**src/rtl/nec_bus_ctrl.sv**
```systemverilog
`default_nettype none
// ============================================================================
// Module      : nec_bus_ctrl
// Description : Bus-cycle controller for an external NEC V30/V33 CPU.
//               Generates NEC_CLK, synchronizes the CPU strobes and AD bus,
//               converts each CPU bus cycle into one req/ack transaction on
//               the internal memory/IO port, and sequences NEC_READY plus
//               the AD output drivers.
//               Optional feature macro: BUS_TIMEOUT_EN (forced completion of
//               a transaction that is not acknowledged within TIMEOUT cycles).
// Revision    : 1.0 - initial release
// ============================================================================
module nec_bus_ctrl #(
    parameter int CLK_DIV = 4,      // clk_sys cycles per nec_clk period, even, >= 4
    parameter int TIMEOUT = 255     // clk_sys cycles from mem_req to forced completion
) (
    input  logic        clk_sys,
    input  logic        reset_n,
    output logic        nec_clk,
    input  logic [19:0] nec_ad_in,
    output logic [15:0] nec_ad_out,
    output logic        nec_ad_oe,
    input  logic        nec_astb,
    input  logic        nec_rd_n,
    input  logic        nec_wr_n,
    input  logic        nec_io_n,
    input  logic        nec_ube_n,
    input  logic        nec_intak_n,
    output logic        nec_ready,
    output logic        mem_req,
    output logic        mem_we,
    output logic        mem_io,
    output logic [19:0] mem_addr,
    output logic [1:0]  mem_be,
    output logic [15:0] mem_wdata,
    input  logic [15:0] mem_rdata,
    input  logic        mem_ack,
    input  logic [7:0]  int_vector,
    output logic        busy,
    output logic        err
);

    // ------------------------------------------------------------------
    // Constants
    // ------------------------------------------------------------------
    localparam int                 c_DIV_W    = $clog2(CLK_DIV);
    localparam logic [c_DIV_W-1:0] c_DIV_LAST = c_DIV_W'(CLK_DIV - 1);
    localparam logic [c_DIV_W-1:0] c_DIV_HALF = c_DIV_W'(CLK_DIV / 2);

    // Bit positions inside the packed strobe vector
    localparam int c_ASTB  = 5;
    localparam int c_RD    = 4;
    localparam int c_WR    = 3;
    localparam int c_IO    = 2;
    localparam int c_UBE   = 1;
    localparam int c_INTAK = 0;

    // Idle levels: ASTB low, all active-low strobes high
    localparam logic [5:0] c_STRB_IDLE = 6'b011111;

    // Kind of the cycle in progress, selects the strobe that ends DONE
    localparam logic [1:0] c_KIND_RD    = 2'd0;
    localparam logic [1:0] c_KIND_WR    = 2'd1;
    localparam logic [1:0] c_KIND_INTAK = 2'd2;

    typedef enum logic [2:0] {
        S_IDLE = 3'd0,
        S_ADDR = 3'd1,
        S_WDAT = 3'd2,
        S_REQ  = 3'd3,
        S_DONE = 3'd4
    } state_t;

    // ------------------------------------------------------------------
    // Signals
    // ------------------------------------------------------------------
    logic [c_DIV_W-1:0] r_div_cnt;
    logic               r_nec_clk;

    logic [5:0]  w_strb_in;
    logic [5:0]  r_strb_s1;
    logic [5:0]  r_strb_s2;
    logic [5:0]  r_strb_d;
    logic [5:0]  w_fall;
    logic [5:0]  w_rise;
    logic [19:0] r_ad_s1;
    logic [19:0] r_ad_s2;

    state_t      r_state;
    logic [1:0]  r_kind;
    logic        w_done_rise;
    logic [1:0]  w_latch_be;

    logic        r_nec_ready;
    logic        r_nec_ad_oe;
    logic [15:0] r_nec_ad_out;
    logic        r_mem_req;
    logic        r_mem_we;
    logic        r_mem_io;
    logic [19:0] r_mem_addr;
    logic [1:0]  r_mem_be;
    logic [15:0] r_mem_wdata;
    logic        r_busy;

`ifdef BUS_TIMEOUT_EN
    localparam int                c_TO_W    = $clog2(TIMEOUT + 1);
    localparam logic [c_TO_W-1:0] c_TO_LAST = c_TO_W'(TIMEOUT - 1);

    logic [c_TO_W-1:0] r_to_cnt;
    logic              w_to_expire;
    logic              r_err;

    // Last REQ cycle before forced completion (mem_req high for TIMEOUT cycles)
    assign w_to_expire = (r_to_cnt == c_TO_LAST);
    assign err         = r_err;
`else
    assign err = 1'b0;
`endif

    // ------------------------------------------------------------------
    // nec_clk divider: counter wraps at CLK_DIV-1, clock toggles at 0 and half
    // ------------------------------------------------------------------
    always_ff @(posedge clk_sys) begin
        if (!reset_n) begin
            r_div_cnt <= '0;
            r_nec_clk <= 1'b0;
        end else begin
            if (r_div_cnt == c_DIV_LAST) begin
                r_div_cnt <= '0;
            end else begin
                r_div_cnt <= r_div_cnt + 1'b1;
            end
            if ((r_div_cnt == '0) || (r_div_cnt == c_DIV_HALF)) begin
                r_nec_clk <= ~r_nec_clk;
            end
        end
    end

    // ------------------------------------------------------------------
    // Strobe synchronizers and matching AD pipeline, plus edge-detect stage
    // ------------------------------------------------------------------
    assign w_strb_in = {nec_astb, nec_rd_n, nec_wr_n, nec_io_n, nec_ube_n, nec_intak_n};

    always_ff @(posedge clk_sys) begin
        if (!reset_n) begin
            r_strb_s1 <= c_STRB_IDLE;
            r_strb_s2 <= c_STRB_IDLE;
            r_strb_d  <= c_STRB_IDLE;
            r_ad_s1   <= '0;
            r_ad_s2   <= '0;
        end else begin
            r_strb_s1 <= w_strb_in;
            r_strb_s2 <= r_strb_s1;
            r_strb_d  <= r_strb_s2;
            r_ad_s1   <= nec_ad_in;
            r_ad_s2   <= r_ad_s1;
        end
    end

    assign w_fall     = r_strb_d & ~r_strb_s2;
    assign w_rise     = ~r_strb_d & r_strb_s2;
    assign w_latch_be = {~r_strb_s2[c_UBE], ~r_ad_s2[0]};

    // The strobe that opened the data phase is the one whose release ends it
    always_comb begin
        w_done_rise = 1'b0;
        case (r_kind)
            c_KIND_RD: w_done_rise = w_rise[c_RD];
            c_KIND_WR: w_done_rise = w_rise[c_WR];
            default:   w_done_rise = w_rise[c_INTAK];
        endcase
    end

    // ------------------------------------------------------------------
    // Bus-cycle FSM with registered outputs
    // ------------------------------------------------------------------
    always_ff @(posedge clk_sys) begin
        if (!reset_n) begin
            r_state      <= S_IDLE;
            r_kind       <= c_KIND_RD;
            r_nec_ready  <= 1'b0;
            r_nec_ad_oe  <= 1'b0;
            r_nec_ad_out <= '0;
            r_mem_req    <= 1'b0;
            r_mem_we     <= 1'b0;
            r_mem_io     <= 1'b0;
            r_mem_addr   <= '0;
            r_mem_be     <= '0;
            r_mem_wdata  <= '0;
            r_busy       <= 1'b0;
`ifdef BUS_TIMEOUT_EN
            r_to_cnt     <= '0;
            r_err        <= 1'b0;
`endif
        end else begin
`ifdef BUS_TIMEOUT_EN
            r_err <= 1'b0;
`endif
            case (r_state)
                S_IDLE: begin
                    if (w_fall[c_ASTB]) begin
                        r_mem_addr <= r_ad_s2;
                        r_mem_io   <= ~r_strb_s2[c_IO];
                        r_mem_be   <= w_latch_be;
                        r_busy     <= 1'b1;
                        r_state    <= S_ADDR;
                    end
                end

                S_ADDR: begin
                    if (w_fall[c_ASTB]) begin
                        // A fresh address strobe replaces the latched address
                        r_mem_addr <= r_ad_s2;
                        r_mem_io   <= ~r_strb_s2[c_IO];
                        r_mem_be   <= w_latch_be;
                    end else if (!r_strb_s2[c_RD]) begin
                        r_kind    <= c_KIND_RD;
                        r_mem_we  <= 1'b0;
                        r_mem_req <= 1'b1;
`ifdef BUS_TIMEOUT_EN
                        r_to_cnt  <= '0;
`endif
                        r_state   <= S_REQ;
                    end else if (!r_strb_s2[c_WR]) begin
                        r_kind  <= c_KIND_WR;
                        r_state <= S_WDAT;
                    end else if (!r_strb_s2[c_INTAK]) begin
                        // Interrupt acknowledge is answered locally
                        r_kind       <= c_KIND_INTAK;
                        r_nec_ad_out <= {8'h00, int_vector};
                        r_nec_ad_oe  <= 1'b1;
                        r_nec_ready  <= 1'b1;
                        r_state      <= S_DONE;
                    end
                end

                S_WDAT: begin
                    // Word passed unshifted; the byte enables select the lane
                    r_mem_wdata <= r_ad_s2[15:0];
                    r_mem_we    <= 1'b1;
                    r_mem_req   <= 1'b1;
`ifdef BUS_TIMEOUT_EN
                    r_to_cnt    <= '0;
`endif
                    r_state     <= S_REQ;
                end

                S_REQ: begin
                    if (mem_ack) begin
                        r_mem_req   <= 1'b0;
                        r_nec_ready <= 1'b1;
                        if (r_kind == c_KIND_RD) begin
                            r_nec_ad_out <= mem_rdata;
                            r_nec_ad_oe  <= 1'b1;
                        end
                        r_state <= S_DONE;
                    end
`ifdef BUS_TIMEOUT_EN
                    else if (w_to_expire) begin
                        // Ack never came: complete the CPU cycle with all-ones data
                        r_mem_req    <= 1'b0;
                        r_err        <= 1'b1;
                        r_nec_ready  <= 1'b1;
                        r_nec_ad_out <= 16'hFFFF;
                        if (r_kind == c_KIND_RD) begin
                            r_nec_ad_oe <= 1'b1;
                        end
                        r_state <= S_DONE;
                    end else begin
                        r_to_cnt <= r_to_cnt + 1'b1;
                    end
`endif
                end

                S_DONE: begin
                    if (w_done_rise) begin
                        r_nec_ready <= 1'b0;
                        r_nec_ad_oe <= 1'b0;
                        r_busy      <= 1'b0;
                        r_state     <= S_IDLE;
                    end
                end

                default: begin
                    r_nec_ready <= 1'b0;
                    r_nec_ad_oe <= 1'b0;
                    r_mem_req   <= 1'b0;
                    r_busy      <= 1'b0;
                    r_state     <= S_IDLE;
                end
            endcase
        end
    end

    // ------------------------------------------------------------------
    // Output mapping
    // ------------------------------------------------------------------
    assign nec_clk    = r_nec_clk;
    assign nec_ready  = r_nec_ready;
    assign nec_ad_oe  = r_nec_ad_oe;
    assign nec_ad_out = r_nec_ad_out;
    assign mem_req    = r_mem_req;
    assign mem_we     = r_mem_we;
    assign mem_io     = r_mem_io;
    assign mem_addr   = r_mem_addr;
    assign mem_be     = r_mem_be;
    assign mem_wdata  = r_mem_wdata;
    assign busy       = r_busy;

endmodule
`default_nettype wire

```
**config.mk**
```make
export PLATFORM = sky130hd
export DESIGN_NAME = nec_bus_ctrl
export DESIGN_NICKNAME = d
export VERILOG_FILES = /design/src/rtl/nec_bus_ctrl.sv
export SDC_FILE = /design/constraint.sdc
export NUM_CORES = 1
export LEC_CHECK = 0
export CORE_AREA = 4 4 109 132
export CTS_CLUSTER_SIZE = 8
export DETAILED_ROUTE_END_ITERATION = 7
export DIE_AREA = 0 0 113 136
export PLACE_DENSITY = 0.59
export SYNTH_ARGS = -nofsm -noshare
export SYNTH_HDL_FRONTEND = slang
export SYNTH_SLANG_ARGS = --single-unit
```
**constraint.sdc**
```tcl
create_clock -name clk_sys -period 1.8 [get_ports clk_sys]
set_clock_uncertainty 0.2 [all_clocks]
set_input_delay 0.18 -clock clk_sys [delete_from_list [all_inputs] [get_ports clk_sys]]
set_output_delay 0.18 -clock clk_sys [all_outputs]
set_load 0.02 [all_outputs]
```
Word-level counts from Yosys, hierarchy flattened. Index checks and enable logic that the tools add are counted.

Bits in writable memories: 0. Word-level logic and storage cells: 109. Memories kept: 0. Output and inout bits: 62. Register bits after elaboration: 126. Bits in latches: 0. Memory bits (read-only): 0. Bits of input ports: 53.

$lt $le $gt $ge: 0. Reduce and logical (&&, ||, !) cells: 20. $add $sub $neg: 1. Shifts and indexed selects: 0. Muxes and demuxes: 38. Equality and inequality tests: 18. Bitwise gates (word level): 13. Multiply operators: 0. Divide/modulo/power cells: 0.

Operator list (count): 2-to-1 mux 16 bit (6); case mux 16 bit (2 select lines) (1); 2-to-1 mux 3 bit (7); != test 2 bit (second input constant) (9); case mux 3 bit (5 select lines) (1); 2-to-1 mux 1 bit (14); AND reduction 7 bit (2); case mux 1 bit (4 select lines) (3); inverter 1 bit (9); AND reduction 3 bit (3); AND reduction 8 bit (1); OR reduction 2 bit (4); AND 6 bit (1); == test 3 x 2 -> 1 bit (second input constant) (2); 2-to-1 mux 2 bit (3); inverter 6 bit (1); AND 5 bit (1); inverter 5 bit (1); AND reduction 5 bit (1); == test 2 bit (second input constant) (2); logical NOT 2 bit (2); != test 4 bit (second input constant) (1); case mux 1 bit (2 select lines) (2); AND reduction 4 bit (1); 11 further kinds (12).

Logic depth before layout (Yosys ltp).
Word-level depth: 5. Depth in mapped cells: 7. Gate-level depth less buffers: 5.

Least setup slack after synthesis. OpenSTA, ideal clock, no wires.

Kind: flip-flop to flip-flop. Start: reg r_state[1]. End: reg r_mem_wdata[10], in the netlist mem_wdata[10]. Path slack: 0.202 ns. Library setup time: 0.132 ns. Arrival time: 1.266 ns. Stages on the path, launching flop included: 8. Period minus slack after synthesis: 1.598 ns. Path buffers: 3. Data required time: 1.468 ns. Path through: dfxtp_1 -> buf_4 -> inv_2 -> or3_1 -> buf_2 -> clkbuf_1 -> nand2_1 -> a21oi_1.

Longest elaborated chain between the ends: 1.

RTL lines: start, declared (line 89) `state_t r_state;`; start signal, assigned (line 179) `r_state <= S_IDLE;`; start signal, assigned (line 206) `r_state <= S_ADDR;`; start signal, assigned (line 223) `r_state <= S_REQ;`; == test 3 x 2 -> 1 bit (line 199) `case (r_state)`; end signal, assigned (line 239) `r_mem_wdata <= r_ad_s2[15:0];`; end, declared (line 102) `logic [15:0] r_mem_wdata;`.

Every way passes these cells. A chain may end at the register's enable or synchronous reset.

Final worst setup path.
Start: reg r_mem_addr[11], in the netlist mem_addr[11]. End: out mem_addr[11].

RTL lines: start, declared (line 100) `logic [19:0] r_mem_addr;`; start signal, assigned (line 202) `r_mem_addr <= r_ad_s2;`; start signal, assigned (line 213) `r_mem_addr <= r_ad_s2;`; end, declared (line 33) `output logic [19:0] mem_addr,`.

No word-level cell between the ends.

==> results.py <==
metrics = {
    "outcome": {
        "status": "complete, no violations",
    },
    "timing": {
        "tns_ps": 0,
        "layout_min_cycle_time_ps": 1755,
        "setup_ws_ps": 45.03,
        "min_period_over_period": 0.9750,
        "finalMaxSlewViolations": 0,
        "fmax_ghz": 0.5698,
        "rsz0062_at_grt": "false",
        "whs_ps": 134.7,
        "setup_viol": 0,
        "finalHoldViolCount": 0,
    },
    "global_route": {
        "grt-ovfl-total": 0,
        "grt_max_degree": 48,
        "track_usage": 0.1345,
        "first_global_vias": 3394,
        "grt_pass1_wl_mm": 16.39,
        "antenna_found_initial": 0,
    },
    "floorplanning": {
        "io_pins": 115,
        "core-area_mm2": 0.01307,
        "dieHeight_um": 136,
        "start_util": 0.3341,
        "rows": 46,
        "die_x_um": 113,
        "dieArea_mm2": 0.01537,
    },
    "worst_setup_path": {
        "path_cells": "clkdlybuf4s50_1",
        "crit_buf_inv": 1,
        "slowest_stage": "clkdlybuf4s50_1",
        "crit_arrival_ps": 1370,
        "startpoint": "mem_addr[11]$_SDFFE_PN0P_",
        "slowest_delay_ps": 620,
        "cp-end-kind": "output port",
        "setup.worst_path.start_class": "register",
        "critical-path-top-delay-family": "buffers and inverters",
        "r2r_start": "r_strb_s2[3]$_SDFF_PN1_",
        "worstPathRequired_ps": 1420,
        "crit_fanout": 2,
        "path_class": "reg -> out",
    },
    "layout": {
        "antennaDiodeCount": 0,
        "drive_gt1_frac": 0.1096,
        "multiInputGateArea_mm2": 0.001714,
        "fillers": 1247,
        "fin_nets": 636,
        "stdcell_count": 761,
        "finish.utilization": 0.4860,
        "register_area_mm2": 0.002482,
        "design_area_mm2": 0.006350,
        "syn_to_final_growth_pct": 45.46,
    },
    "drt": {
        "drt_iter0_markers": 162,
        "drc_errors": 0,
        "final_antenna_net_count": 0,
        "vias_per_cell": 4.459,
        "vias": 3393,
        "first_pass_iters": 4,
        "drt_wl_total_mm": 10.06,
        "wl_per_cell_um": 13.22,
    },
    "power": {
        "p_per_area_mw_per_mm2": 1149,
        "power_mw": 7.298,
        "peakVddDrop_mv": 0.5046,
        "p_leak_nw": 2.570,
    },
    "placement": {
        "dp_hpwl_mm": 7.111,
        "io_buffers": 113,
        "dp_slack_ps": 90.45,
        "gp_congestion": 0.8340,
        "dpl_cell_area_mm2": 0.005747,
        "dp_cells": 728,
    },
    "yosys": {
        "ys.flop_type": "dfxtp_1",
        "yosysSeqAreaShare": 0.5686,
        "yosys.area.top_type": "dfxtp_1",
        "yosysMostFrequentCell": "dfxtp_1",
        "yosys_warnings": 0,
        "yosysTopAreaCellShare": 0.5686,
        "synth_cells": 460,
        "async_flop_share": 0,
        "syn_avg_cell_area_um2": 9.490,
        "syn_nets": 516,
        "synth_area_leaders": "dfxtp_1 57%, nand2_1 8.8%, and2_1 6.6%",
        "ys_ff_latch": 124,
        "mappedNetlistArea_mm2": 0.004365,
        "synth.distinct_cells": 45,
        "synth_edf_count": 0,
        "ys_top_cells_by_count": "124 x dfxtp_1, 102 x nand2_1, 46 x and2_1, 42 x a21oi_1, 19 x clkbuf_1",
    },
    "cts": {
        "worstSkewPairLatency_ps": 400,
        "cts_tree": "yes",
        "clock_sinks": 124,
        "clk_pin_slew_worst_paths_ps": 50,
        "cts_buffers": 17,
        "cts-root-buf": "clkbuf_16",
        "cts_buffer_depth": 2,
        "cts_htree_levels": 4,
    },
    "job": {
        "drv_cap": 0,
    },
    "min_path": {
        "worstHoldPathType": "in -> reg",
        "worstHoldStart": "nec_io_n",
    },
}
final cells by class:
class | instances | area share
Clock inverter | 10 | 0.01419
Multi-Input combinational cell | 297 | 0.2700
Tap cell | 168 | 0.03310
Timing Repair Buffer | 132 | 0.2108
Sequential cell | 124 | 0.3909
Inverter | 8 | 0.004729
Clock buffer | 22 | 0.07626
where the power goes:
group          total, mW  switching (mW)  internal [mW]
combinational       1.09           0.567          0.527
sequential          3.01           0.106           2.90
clock               3.20            1.16           2.04
cells by family (layout without fill, tap and decap cells):
group	count (synthesis)	after routing	synth area share
buf+inv	39	172	0.04041
other cells	1	1	0.0008590
fa+ha+maj	3	3	0.008599
mux	25	25	0.05962
simple gates	201	201	0.2302
flops	124	124	0.5686
xor+xnor	1	1	0.002007
compound gates	66	66	0.08971
routing by layer:
metal  vias to the layer above  part of all wire  global-route usage
li1                       1741                 -                   -
met1                      1547              0.40              0.1459
met2                        94              0.51              0.2325
met3                        11             0.073             0.04942
met4                         0             0.016             0.06279
met5                         -                 0                   0
flip-flops by register name, indices dropped and copies added, names as in the netlist:
register and cells:
r_strb_s1 6, r_ad_s1 20, nec_clk 1, mem_addr 20, mem_req 1, r_ad_s2 20
nec_ad_oe 1, r_state 3, nec_ad_out 16, r_div_cnt 2, mem_io 1, nec_ready 1
mem_we 1, r_kind 2, busy 1, r_strb_d 4, r_strb_s2 6, mem_wdata 16
mem_be 2
worst paths after layout:
check	endpoint	slack (ps)	cells past startpoint
worst min-delay path	r_strb_s1[2]$_SDFF_PN1_	130	2
worst max-delay path	mem_addr[11]	50	1
worst min register to register	r_strb_s2[1]$_SDFF_PN1_	200	1
worst max register to register	nec_ad_out[6]$_SDFFE_PN0P_	140	5
repair_timing:
item / CTS / global route
endpoints found under the hold margin: 9 / 0
setup buffers: 0 / 0
endpoints found under the setup margin: 0 / 8
resized for setup: 0 / 8
hold buffers: 1 / 0
cell usage in the layout (no fill, tap or decap), drive strengths merged, types with 11 or more instances in the layout:
master and instances:
buf 19, dfxtp 124, nand3 11, mux2i 17
nand2b 16, clkdlybuf4s50 105, a21oi 42, nand2 102
and2 46, clkbuf 22
Note: power is estimated with default switching activity, not from simulation.
